### config.mk
export PLATFORM = sky130hd
export DESIGN_NAME = dram_ref_arb
export DESIGN_NICKNAME = d
export VERILOG_FILES = /design/src/rtl/dram_ref_arb_pkg.sv /design/src/rtl/dram_ref_arb_ref_timer.sv /design/src/rtl/dram_ref_arb.sv
export SDC_FILE = /design/constraint.sdc
export NUM_CORES = 1
export LEC_CHECK = 0
export BUFFER_PORTS_ARGS = -buffer_cell sky130_fd_sc_hd__buf_2
export CAP_MARGIN = 20
export CELL_PAD_IN_SITES_DETAIL_PLACEMENT = 1
export CELL_PAD_IN_SITES_GLOBAL_PLACEMENT = 1
export CORE_UTILIZATION = 35
export DETAILED_ROUTE_END_ITERATION = 8
export PLACE_DENSITY_LB_ADDON = 0.1
export SETUP_SLACK_MARGIN = 0.1
export SLEW_MARGIN = 20
export SYNTH_ARGS = -nofsm -noshare
export SYNTH_HDL_FRONTEND = slang
export SYNTH_SLANG_ARGS = --single-unit
export TNS_END_PERCENT = 10
### constraint.sdc
create_clock -name FCLK -period 2.6 [get_ports FCLK]
set_input_delay 0.52 -clock FCLK [delete_from_list [all_inputs] [get_ports FCLK]]
set_output_delay 0.52 -clock FCLK [all_outputs]
set_load 0.05 [all_outputs]
### src/rtl/dram_ref_arb_pkg.sv
// Shared types and default timing for the DRAM refresh/CPU arbiter.
package dram_ref_arb_pkg;

    localparam int DEF_REF_INTERVAL = 375;
    localparam int DEF_REF_MAXPEND  = 4;
    localparam int DEF_URG_LEVEL    = 2;
    localparam int DEF_TRP          = 2;
    localparam int DEF_TRAS_REF     = 3;

    localparam int PEND_W = 3;
    localparam int CNT_W  = 3;

    typedef enum logic [2:0] {
        IDLE = 3'd0,
        RAS  = 3'd1,
        CAS  = 3'd2,
        HOLD = 3'd3,
        PRE  = 3'd4,
        RCAS = 3'd5,
        RRAS = 3'd6,
        RPRE = 3'd7
    } arbState_e;

endpackage

### src/rtl/dram_ref_arb_ref_timer.sv
// Refresh interval timer and saturating pending-refresh backlog.
module ref_timer
    import dram_ref_arb_pkg::*;
#(
    parameter int REF_INTERVAL = DEF_REF_INTERVAL,
    parameter int REF_MAXPEND  = DEF_REF_MAXPEND,
    parameter int URG_LEVEL    = DEF_URG_LEVEL
) (
    input  logic              gclk,
    input  logic              grst_n,
    input  logic              refDec,
    output logic [PEND_W-1:0] refPend,
    output logic              refUrg,
    output logic              refLost
);

    localparam int INT_W = (REF_INTERVAL > 1) ? $clog2(REF_INTERVAL) : 1;

    logic [INT_W-1:0] intervalCnt;
    logic             tick;

    assign tick = (intervalCnt == '0);

    always_ff @(posedge gclk or negedge grst_n) begin
        if (!grst_n) begin
            intervalCnt <= INT_W'(REF_INTERVAL - 1);
            refPend     <= '0;
        end else begin
            intervalCnt <= tick ? INT_W'(REF_INTERVAL - 1) : intervalCnt - 1'b1;
            // A tick and a completed refresh in the same cycle cancel out
            if (tick && !refDec && refPend != PEND_W'(REF_MAXPEND))
                refPend <= refPend + 1'b1;
            else if (refDec && !tick && refPend != '0)
                refPend <= refPend - 1'b1;
        end
    end

    assign refUrg  = (refPend >= PEND_W'(URG_LEVEL));
    assign refLost = tick && !refDec && (refPend == PEND_W'(REF_MAXPEND));

endmodule

### src/rtl/dram_ref_arb.sv
// DRAM sequencer arbitrating FSB RAM cycles against CAS-before-RAS refresh.
// REF_IDLE_DRAIN_EN: back-to-back refresh from RPRE while no CPU request waits.
module dram_ref_arb
    import dram_ref_arb_pkg::*;
#(
    parameter int REF_INTERVAL = DEF_REF_INTERVAL,
    parameter int REF_MAXPEND  = DEF_REF_MAXPEND,
    parameter int URG_LEVEL    = DEF_URG_LEVEL,
    parameter int TRP          = DEF_TRP,
    parameter int TRAS_REF     = DEF_TRAS_REF
) (
    input  logic              FCLK,
    input  logic              nRES,
    input  logic              BACT,
    input  logic              RAMCS,
    input  logic              nWE,
    input  logic              nUDS,
    input  logic              nLDS,
    output logic              nRAS,
    output logic              nCAS,
    output logic              RASEL,
    output logic              nRAMUWE,
    output logic              nRAMLWE,
    output logic              nOE,
    output logic              RAMReady,
    output logic              RefUrg,
    output logic [PEND_W-1:0] RefPend,
    output logic              RefLost
);

    arbState_e        state, stateNext;
    logic [CNT_W-1:0] cnt, cntNext;
    logic             refDec;
    logic             cpuReq;

    assign cpuReq = BACT & RAMCS;

    ref_timer #(
        .REF_INTERVAL(REF_INTERVAL),
        .REF_MAXPEND (REF_MAXPEND),
        .URG_LEVEL   (URG_LEVEL)
    ) uTimer (
        .gclk   (FCLK),
        .grst_n (nRES),
        .refDec (refDec),
        .refPend(RefPend),
        .refUrg (RefUrg),
        .refLost(RefLost)
    );

    always_ff @(posedge FCLK or negedge nRES) begin
        if (!nRES) begin
            state <= IDLE;
            cnt   <= '0;
        end else begin
            state <= stateNext;
            cnt   <= cntNext;
        end
    end

    always_comb begin
        stateNext = state;
        cntNext   = cnt;
        refDec    = 1'b0;
        case (state)
            IDLE: begin
                if (RefUrg && RefPend != '0) stateNext = RCAS;
                else if (cpuReq)             stateNext = RAS;
                else if (RefPend != '0)      stateNext = RCAS;
            end
            RAS, CAS, HOLD: begin
                if (BACT) begin
                    stateNext = (state == RAS) ? CAS : HOLD;
                end else begin
                    stateNext = PRE;
                    cntNext   = CNT_W'(TRP - 1);
                end
            end
            PRE: begin
                if (cnt != '0) cntNext = cnt - 1'b1;
                else           stateNext = IDLE;
            end
            RCAS: begin
                // Backlog is retired as RAS falls for the refresh
                stateNext = RRAS;
                cntNext   = CNT_W'(TRAS_REF - 1);
                refDec    = 1'b1;
            end
            RRAS: begin
                if (cnt != '0) begin
                    cntNext = cnt - 1'b1;
                end else begin
                    stateNext = RPRE;
                    cntNext   = CNT_W'(TRP - 1);
                end
            end
            RPRE: begin
                if (cnt != '0) cntNext = cnt - 1'b1;
`ifdef REF_IDLE_DRAIN_EN
                else if (RefPend != '0 && !cpuReq) stateNext = RCAS;
`endif
                else stateNext = IDLE;
            end
            default: stateNext = IDLE;
        endcase
    end

    always_comb begin
        nRAS     = 1'b1;
        nCAS     = 1'b1;
        RASEL    = 1'b1;
        nRAMUWE  = 1'b1;
        nRAMLWE  = 1'b1;
        nOE      = 1'b1;
        RAMReady = 1'b0;
        case (state)
            RAS: nRAS = 1'b0;
            CAS, HOLD: begin
                nRAS     = 1'b0;
                nCAS     = 1'b0;
                RASEL    = 1'b0;
                RAMReady = 1'b1;
                nOE      = ~nWE;
                nRAMUWE  = nWE | nUDS;
                nRAMLWE  = nWE | nLDS;
            end
            RCAS: nCAS = 1'b0;
            RRAS: begin
                nRAS = 1'b0;
                nCAS = 1'b0;
            end
            default: ;
        endcase
    end

endmodule

==> results of run 1 <==
==> state kept, by name (all words and copies together) (netlist names) <==
name,count
uTimer.refPend,3
uTimer.intervalCnt,9
state,3
cnt,3
==> where the power goes <==
part / internal, mW / leakage, nW / switching (mW)
Clock: 0.0853 / 0.0210 / 0.0955
Sequential: 0.337 / 0.214 / 0.0752
Combinational: 0.236 / 0.402 / 0.459
==> critical path: cells and delay by family (launching register included) <==
kind / cells / cell delay (ns)
buf+inv: 1 / 0.07
simple gates: 3 / 0.88
flops: 1 / 0.42
fa+ha+maj: 2 / 0.72
compound gates: 2 / 0.28
==> layout make-up <==
cell class	instances	area, sq um
fill	383	1700
clock buffer	4	36.3
multi-input combinational	93	647
tap	44	55.1
inverter	10	37.5
timing repair buffer	22	120
sequential	18	458
==> routing by layer <==
metal | GRT usage | vias up | share of wire
met5 | 0 | - | 0
met4 | 0.0510 | 0 | 0.012
met3 | 0.0396 | 4 | 0.025
met2 | 0.310 | 17 | 0.50
met1 | 0.231 | 512 | 0.46
li1 | - | 492 | -
==> path summary, 6_finish.rpt <==
path	end	slack [ns]	cells after the start
worst max-delay path	uTimer.refPend[1]	0.17	8
worst min-delay path	uTimer.intervalCnt[3]	0.14	1
worst max register to register	uTimer.refPend[1]	0.17	8
worst min register to register	uTimer.intervalCnt[8]	0.49	2
max in group asynchronous	uTimer.intervalCnt[8]	2.14	1
min in group FCLK	uTimer.intervalCnt[8]	0.49	2
==> logic make-up after synthesis <==
family          after synthesis  synth area share
simple gates                 55             0.284
compound gates               30             0.190
flops                        18             0.404
buf+inv                      12            0.0408
xor+xnor                      4            0.0309
fa+ha+maj                     4            0.0507
==> cell usage in the layout, fill, tap and decap left out, drive strengths merged, types with 3 or more instances in the layout <==
master / instances
nor2: 11
or3: 4
nand2b: 3
inv: 10
o31ai: 3
dfstp: 6
buf: 22
o21ai: 6
nor3: 4
dfrtp: 12
clkbuf: 4
nand2: 15
nand3: 4
a21oi: 5
ha: 3
==> stage by stage <==
step,instances,hold WS (ns)
after global placement,185,0.456
after detailed placement,185,0.473
after global routing,191,0.157
final,191,0.135
after floorplan,123,0.224
after CTS,189,0.139
==> repair_timing <==
action	in CTS	in global routing
pin swaps	0	1
gates resized for setup	1	1
hold buffers	0	0
gates cloned	0	0
buffers inserted	0	2
setup endpoints to repair	1	2
==> results.md, run 1 <==
- Status: finished, final reports clean
- Max Freq: between 0.4 and 0.5 GHz
- Core Footprint: ~3000 sq um
- Ys async rst share: 1.00
- Setup Viol. Count Final: 0
- CTS buffer count: 3
- Starting Density: 0.372
- Final wirelength: 2.81 mm
- CP cell instances: inv_1 -> ha_1 -> or4b_4 -> nor3_4 -> nand2_1 -> fa_2 -> o21bai_1 -> o311a_1
- Layout cells sized above 1: 0.299
- Worst path max stage delay: approximately 0.53 ns
- Die Height: between 50 and 60 um
- CTS tree: done
- WP data arrival: roughly 2.7 ns
- Seq/Total Area, Yosys: 0.404
- Cell area after synthesis: between 1000 and 1500 sq um
- Largest net degree at the start of global routing: 19
- Crit-path max FO: 5
- ANT nets after route: 0
- Capturing element type of the critical path: register
- I/O Buffers: 18
- Power per cell area: about 950 nW/um^2
- Hold Crit Class: input pin to async pin
- Root Buffer Master: clkbuf_4
- Placed Instance Area: between 1000 and 1500 sq um
- Vias: about 1000
- EDFF count, synth: 0
- # diodes: 0
- Crit Path Category: register to register
- Ranking of synthesized cells by area: dfrtp_1 (26%), dfstp_2 (14%), nand2_1 (5.0%)
- Required @ worst endpoint: around 2.8 ns
- Die Wd: 58.9 um
- Final hold vios: 0
- Final period util: 0.935
- Most frequent cells after synthesis: nand2_1 (15), dfrtp_1 (12), inv_1 (10), nor2_1 (10)
- Syn Inst Count: 123
- Clk buf depth: 2
- Iteration-0 DRC Markers: 28
- Synthesis warning total: 0
- FF+latch count, synth: 18
- Tmin final: 2.43 ns
- Vias in the first global route: a little over 1000
- Tot Pwr: 1.29 mW
- Place WS: around 0.13 ns
- Top_reg_cell synth: dfrtp_1
- Final core occ: 0.443
- GPL Wtd Cong: 0.745
- Final setup margin: 0.168 ns
- Tightest Pin Transition: roughly 0.42 ns
- Syn Area/Cell: roughly 9.2 sq um
- Clock sinks: 18
- Remaining Overflow, GRT: 0
- Synth cell types: 43
- Clk_lat worst skew: around 0.30 ns
- Top cell type's share of synthesized area: 0.265
- First-pass GRT wire length: between 4 and 5 mm
- Startpoint Class: register
- CTS clock-pin slew for the worst setup and hold paths: about 0.11 ns
- Reg2Reg Launch Point: uTimer.intervalCnt[0]
- Syn nets: approximately 130
- Worst-case headroom to the max-slew limit: 0.721
- Vias per cell: ~5.4
- Die area: between 3000 and 4000 sq um
- Area growth from synthesis to layout: 19.3%
- Fin nets: approximately 160
- GRT Overall Usage: 0.182
- Drt pass-1 iters: 4
- Clk_skew: 0.00367 ns
- Final HPWL from detailed placement: around 2.1 mm
- Ports: 19
- Maxcap violations: 0
- Synth area leader: dfrtp_1
- Setup TNS: 0 ns
- Design area: approximately 1400 sq um
- Critical path startpoint: uTimer.intervalCnt[0]
- P_leak: approximately 0.64 nW
- Initial antenna violation count: 0
- WL per Instance: approximately 15 um
- RSZ-0062 raised after global routing: no
- Rows: 20
- H-tree lvl count: 1
- Most common cell in the netlist: nand2_1
- DRC: 0
- IR drop worst, VDD: 0.450 mV
- Final Max Tran Viols: 0
- Slowest cell on the critical path: or4b_4
Note: power is estimated with default switching activity, not from simulation.
==> run 2, diff against run 1 <==
- CORE_ASPECT_RATIO: default -> 1.4
- SYNTH_HIERARCHICAL: default -> 1
==> run 2 against run 1 <==
Clock skew is 0.0028 ns lower. Global-route usage is 0.92 points higher. Via count is 3.7% lower. First-iteration DRC count is 61% lower. Critical path depth is 2 lower. Core utilization is 2.7 points higher. Clock power is 28% higher. Register-to-register slack better by 0.06 ns. Die area is 1.7% lower. Worst hold slack better by 0.057 ns. Largest power group unchanged.
==> results.md, run 2 <==
- Status: finished, final reports clean
- Final wirelength: 2.94 mm (+4.6%)
- Final Max Tran Viols: 0 (unchanged)
- Hold buffer count at CTS: 0 (unchanged)
- Worst-case headroom to the max-slew limit: 0.688 (-0.0330)
- # diodes: 0 (unchanged)
- Setup TNS: 0 ns (unchanged)
- Startpoint Class: register
- Starting Density: 0.379 (+0.00765)
- Final HPWL from detailed placement: 2.18 mm (+1.5%)
- Die Wd: 49.7 um (-16%)
- I/O Buffers: 18 (unchanged)
- CTS clock-pin slew for the worst setup and hold paths: 0.07 ns (-0.04 ns)
- Max reg flops: 9 (unchanged)
- Crit-path max FO: 4 (-1)
- Clk_skew: 0.000906 ns (-0.00276 ns)
- Setup Viol. Count Final: 0 (unchanged)
- Post-Layout Cell Count: 182 (-4.7%)
- Initial antenna violation count: 0 (unchanged)
- Worst hold slack: 0.192 ns (+0.0566 ns)
- WL per Instance: 16.1 um (+9.8%)
- DRC: 0 (unchanged)
- Drt pass-1 iters: 4 (unchanged)
- CTS tree: done
- Synthesis warning total: 6 (+6)
- Root Buffer Master: clkbuf_8
- Tightest Pin Transition: 0.466 ns (+0.0477 ns)
- Required @ worst endpoint: 2.08 ns (-0.76 ns)
- GPL Wtd Cong: 0.835 (+12%)
- Vias per cell: 5.42 (+1.1%)
- Top cell type's share of synthesized area: 0.270 (+0.00505)
- Most frequent cells after synthesis: dfrtp_1 (12), nand2_1 (12), inv_1 (10), nor2_1 (10), o21ai_0 (10)
- Power per cell area: 1150 nW/um^2 (+21%)
- CTS buffer count: 3 (unchanged)
- Synth cell types: 42 (-2.3%)
- Ranking of synthesized cells by area: dfrtp_1 (27%), dfstp_2 (14%), o21ai_0 (4.5%)
- Iteration-0 DRC Markers: 11 (-61%)
- Clk_lat worst skew: 0.25 ns (-0.05 ns)
- GRT Overall Usage: 0.191 (+0.00915)
- Vias: 987 (-3.7%)
- Die area: 3410 sq um (-1.7%)
- WP data arrival: 1.95 ns (-0.73 ns)
- FF+latch count, synth: 18 (unchanged)
- H-tree lvl count: 1 (unchanged)
- Layout cells sized above 1: 0.331 (+0.0317)
- Seq/Total Area, Yosys: 0.411 (+0.00771)
- Maxcap violations: 0 (unchanged)
- Max Freq: 0.405 GHz (-1.5%)
- Syn nets: 133 (-0.75%)
- Area growth from synthesis to layout: 24.0%
- ANT nets after route: 0 (unchanged)
- Final core occ: 0.471 (+0.0271)
- RSZ-0062 raised after global routing: yes
- First-pass GRT wire length: 4.86 mm (+1.7%)
- Die Height: 68.7 um (+17%)
- EDFF count, synth: 0 (unchanged)
- Final hold vios: 0 (unchanged)
- Vias in the first global route: 1087 (+5.2%)
- Fin nets: 157 (-1.3%)
- IR drop worst, VDD: 0.600 mV (+34%)
- Placed Instances: 175 (-5.4%)
- Rows: 23 (+15%)
- Remaining Overflow, GRT: 0 (unchanged)
- Clock sinks: 18 (unchanged)
- Cell area after synthesis: 1110 sq um (-1.9%)
- Crit Path Category: register to primary output
- Commonest non-fill, non-tap cell in the layout: buf_2
- Syn Inst Count: 122 (-0.81%)
- Clk buf depth: 2 (unchanged)
- Capturing element type of the critical path: primary output
- Synth area leader: dfrtp_1
- Ys async rst share: 1.00 (unchanged)
- Largest net degree at the start of global routing: 19 (unchanged)
- Tmin final: 2.47 ns (+0.0381 ns)
- Hold Crit Class: input pin to async pin
- Tot Pwr: 1.59 mW (+23%)
- Top_reg_cell synth: dfrtp_1
- Biggest register: uTimer/intervalCnt
- Most frequent cells in the layout: buf_2 (17), nand2_1 (12), dfrtp_1 (12)
- P_leak: 0.584 nW (-8.4%)
- Final period util: 0.950 (+0.0147)
- Core Footprint: 2940 sq um (-3.9%)
- Syn Area/Cell: 9.13 sq um (-1.1%)
- Ports: 19 (unchanged)
-- run 2: path summary, 6_finish.rpt --
path                                  startpoint               endpoint  slack (ns)  depth (start not counted)
min in group FCLK          uTimer/intervalCnt[8]  uTimer/intervalCnt[8]        0.48                          2
max in group asynchronous                   nRES  uTimer/intervalCnt[6]        2.07                          1
hold / removal                              nRES      uTimer/refPend[2]        0.19                          1
setup reg to reg           uTimer/intervalCnt[1]      uTimer/refPend[2]        0.23                         10
setup / recovery           uTimer/intervalCnt[1]                RefLost        0.13                          6
hold reg to reg            uTimer/intervalCnt[8]  uTimer/intervalCnt[8]        0.48                          2
-- run 2: area by class of cell --
cell class                      instances  area (sq um)
Clock buffer                            4          55.1
Fill cell                             369          1550
Inverter                               10          37.5
Multi-Input combinational cell         88           636
Sequential cell                        18           458
Tap cell                               37          46.3
Timing Repair Buffer                   25           149
-- run 2: kinds of logic after synthesis --
logic type                 share of synthesized area
buffers and inverters                         0.0573
muxes                                         0.0135
xor gates and xnor gates                      0.0393
DFF                                            0.411
and+or+nand+nor                                0.235
AOI/OAI and AO/OA                              0.192
adders and majority gates                     0.0517
-- run 2: what timing repair did --
action	CTS	global route
setup buffers	3	0
pin swaps	1	2
gates resized for setup	5	3
hold endpoints to repair	0	0
gates cloned	0	0
endpoints found under the setup margin	2	2
-- run 2: report_power, final --
group          leakage, nW  switching (mW)  internal [mW]
sequential           0.211           0.126          0.348
combinational        0.344           0.573          0.308
clock               0.0288          0.0972          0.135
-- run 2: per-stage QoR --
stage | setup slack, ns | area (sq um)
4_1_cts | 0.107 | 1360
6_report | 0.130 | 1380
3_3_place_gp | 0.149 | 1270
2_1_floorplan | 0.00191 | 1130
5_1_grt | 0.0635 | 1380
3_5_place_dp | 0.0216 | 1270
-- run 2: worst max-delay path: stages (launching register included) --
cell,delay [ns]
dfstp_2,0.38
inv_1,0.09
ha_4,0.15
or4b_4,0.50
or2_4,0.28
nor3_4,0.13
buf_6,0.18
-- run 2: routing by layer --
metal  vias to the layer above  routed length [um]  share of wire  track usage
li1                        476                   -              -            -
met5                         -                   0              0            0
met4                         0                  43          0.015       0.0857
met1                       491                1150           0.39        0.190
met2                        16                1670           0.57        0.392
met3                         4                  74          0.025       0.0219
==> run 3, diff against run 2 <==
- ABC_AREA: default -> 1
==> run 3 against run 2 <==
Worst hold slack better by 0.0092 ns. Non-clock buffer count is 7 lower. Register-to-register slack improved by 0.33 ns. Largest power group unchanged. Clock power shrank 11%.
==> results.md, run 3 <==
- Status: finished, final reports clean
- Starting Density: 0.370 (-0.00937)
- Drt pass-1 iters: 3 (-1)
- Setup Viol. Count Final: 0 (unchanged)
- Power per cell area: 903 nW/um^2 (-21%)
- Most common cell in the netlist: nand2_1
- FF+latch count, synth: 18 (unchanged)
- Crit-path max FO: 8 (+4)
- Clk buf depth: 2 (unchanged)
- WP data arrival: 1.76 ns (-0.19 ns)
- Commonest non-fill, non-tap cell in the layout: nand2_1
- Initial antenna violation count: 0 (unchanged)
- Final core occ: 0.425 (-0.0458)
- Final period util: 0.876 (-0.0744)
- Worst hold slack: 0.201 ns (+0.00923 ns)
- Max Freq: 0.439 GHz (+8.5%)
- Top_reg_cell synth: dfrtp_1
- WL per Instance: 13.6 um (-16%)
- Top cell type's share of synthesized area: 0.240 (-0.0294)
- ANT nets after route: 0 (unchanged)
- Placed Instances: 228 (+30%)
- Placed Instance Area: 1390 sq um (+9.8%)
- Die Wd: 52.5 um (+5.7%)
- Capturing element type of the critical path: primary output
- IR drop worst, VDD: 0.520 mV (-13%)
- CTS buffer count: 3 (unchanged)
- Fin nets: 204 (+30%)
- Most frequent cells in the layout: nand2_1 (49), inv_1 (24), buf_2 (18), nand3_1 (16), dfrtp_1 (12)
- Hold buffer count at CTS: 0 (unchanged)
- Synth cell types: 29 (-31%)
- Design area: 1440 sq um (+3.9%)
- GPL Wtd Cong: 0.822 (-1.6%)
- First-pass GRT wire length: 5.55 mm (+14%)
- Filler cell count: 444 (+20%)
- Clk_skew: 0.00579 ns (+0.00488 ns)
- Vias per cell: 4.99 (-8.0%)
- Rows: 25 (+8.7%)
- Die area: 3820 sq um (+12%)
- Hold Crit Class: input pin to async pin
- I/O Buffers: 18 (unchanged)
- Clock Power Share: 0.159 (+0.013)
- Syn Area/Cell: 7.31 sq um (-20%)
- EDFF count, synth: 0 (unchanged)
- # diodes: 0 (unchanged)
- Synthesis warning total: 6 (unchanged)
- Sw Share: 0.512 (+0.00955)
- Power share of the sequential group: 0.302 (+0.004)
- Tightest Pin Transition: 0.445 ns (-0.0214 ns)
- Area growth from synthesis to layout: 14.8%
- Final Max Tran Viols: 0 (unchanged)
- Vias in the first global route: 1272 (+17%)
- Vias: 1157 (+17%)
- Tot Pwr: 1.30 mW (-18%)
- Worst-case headroom to the max-slew limit: 0.703 (+0.0154)
- Final hold vios: 0 (unchanged)
- Iteration-0 DRC Markers: 13 (+2)
- Post-Layout Cell Count: 232 (+27%)
- Root Buffer Master: clkbuf_8
- Startpoint Class: register
- Final setup margin: 0.323 ns (+0.194 ns)
- Cell area after synthesis: 1250 sq um (+12%)
- Pint: 0.633 mW (-20%)
- Ports: 19 (unchanged)
- Required @ worst endpoint: 2.08 ns (about the same)
- Comb pwr share: 0.539 (-0.016)
- Crit Path Category: register to primary output
- Clk_lat worst skew: 0.25 ns (about the same)
- Largest net degree at the start of global routing: 19 (unchanged)
- Syn Inst Count: 171 (+40%)
- Core Footprint: 3380 sq um (+15%)
- Ranking of synthesized cells by area: dfrtp_1 (24%), nand2_1 (15%), dfstp_2 (13%)
- Most frequent cells after synthesis: nand2_1 (49), inv_1 (24), nand3_1 (16)
- Setup TNS: 0 ns (unchanged)
- CTS clock-pin slew for the worst setup and hold paths: 0.08 ns (about the same)
- Die Height: 72.7 um (+5.8%)
- CTS tree: done
- DRC: 0 (unchanged)
- Synth area leader: dfrtp_1
- Tmin final: 2.28 ns (-0.194 ns)
- Seq/Total Area, Yosys: 0.366 (-0.0449)
- Post-CTS setup buffer count: 0 (-3)
- Clock sinks: 18 (unchanged)
- Final wirelength: 3.15 mm (+7.4%)
- P_leak: 0.747 nW (+28%)
- Biggest register: uTimer/intervalCnt
- Resized cells post-CTS: 0 (-5)
- Layout cells sized above 1: 0.281 (-0.0498)
- GRT Overall Usage: 0.195 (+0.00380)
- Reg2reg setup slack: 0.56 ns (+0.33 ns)
- RSZ-0062 raised after global routing: no
- Ys async rst share: 1.00 (unchanged)
- Maxcap violations: 0 (unchanged)
- H-tree lvl count: 1 (unchanged)
- Place WS: 0.527 ns (+0.506 ns)
- Remaining Overflow, GRT: 0 (unchanged)
- Final HPWL from detailed placement: 2.67 mm (+22%)
- Syn nets: 182 (+37%)
- Max reg flops: 9 (unchanged)
- Net Sw Power: 0.663 mW (-17%)
run 3: cell types whose count changed after synthesis, sizes merged, moves of 3 or more:
cell,before,now
clkbuf,3,0
a211oi,4,0
nand2,12,54
nor2b,4,0
or3,4,0
nor2,11,18
nand3,3,18
inv,10,32
o21ai,10,7
run 3: layout make-up:
| cell class | instances | area, sq um | area share |
|---|---|---|---|
| Multi-Input combinational cell | 120 | 672 | 0.468 |
| Timing Repair Buffer | 18 | 90.1 | 0.0628 |
| Clock buffer | 4 | 45.0 | 0.0314 |
| Inverter | 32 | 120 | 0.0837 |
| Tap cell | 40 | 50.0 | 0.0349 |
| Sequential cell | 18 | 458 | 0.319 |
run 3: logic make-up (layout without fill, tap and decap cells):
group / count (synthesis) / after routing / synth area share
compound gates: 13 / 13 / 0.0591
xor+xnor: 5 / 5 / 0.0410
fa+ha+maj: 4 / 4 / 0.0460
buf+inv: 33 / 54 / 0.100
flops: 18 / 18 / 0.366
simple gates: 98 / 98 / 0.387
run 3: power by group through the flow:
stage	combinational [mW]	clock (mW)	sequential (mW)
2_1_floorplan	0.569	0	0.366
3_3_place_gp	0.696	0	0.392
3_5_place_dp	0.712	0	0.397
4_1_cts	0.713	0.220	0.392
5_1_grt	0.785	0.227	0.400
6_report	0.699	0.206	0.391
run 3: layer usage:
metal  global-route usage  share of wire  up-vias
met3              0.00625          0.012        2
met1                0.202           0.38      568
met2                0.392           0.59       16
met4               0.0702          0.013        0
li1                     -              -      571
met5                    0              0        -
run 3: worst paths after layout:
path / cells after the start / from / end
max reg2reg: 12 / uTimer/intervalCnt[0] / uTimer/refPend[2]
max: 7 / uTimer/intervalCnt[0] / RefLost
min reg2reg: 2 / uTimer/intervalCnt[8] / uTimer/intervalCnt[8]
min: 1 / nRES / uTimer/refPend[0]
max in group asynchronous: 1 / nRES / uTimer/intervalCnt[8]
min in group FCLK: 2 / uTimer/intervalCnt[8] / uTimer/intervalCnt[8]
run 3: critical path, cell delays in order, from the launching register on:
cell     delay, ns
dfrtp_1       0.42
inv_1         0.07
ha_1          0.23
nand2_2       0.09
nor2_4        0.13
nand3_4       0.14
nor3_2        0.14
buf_2         0.28
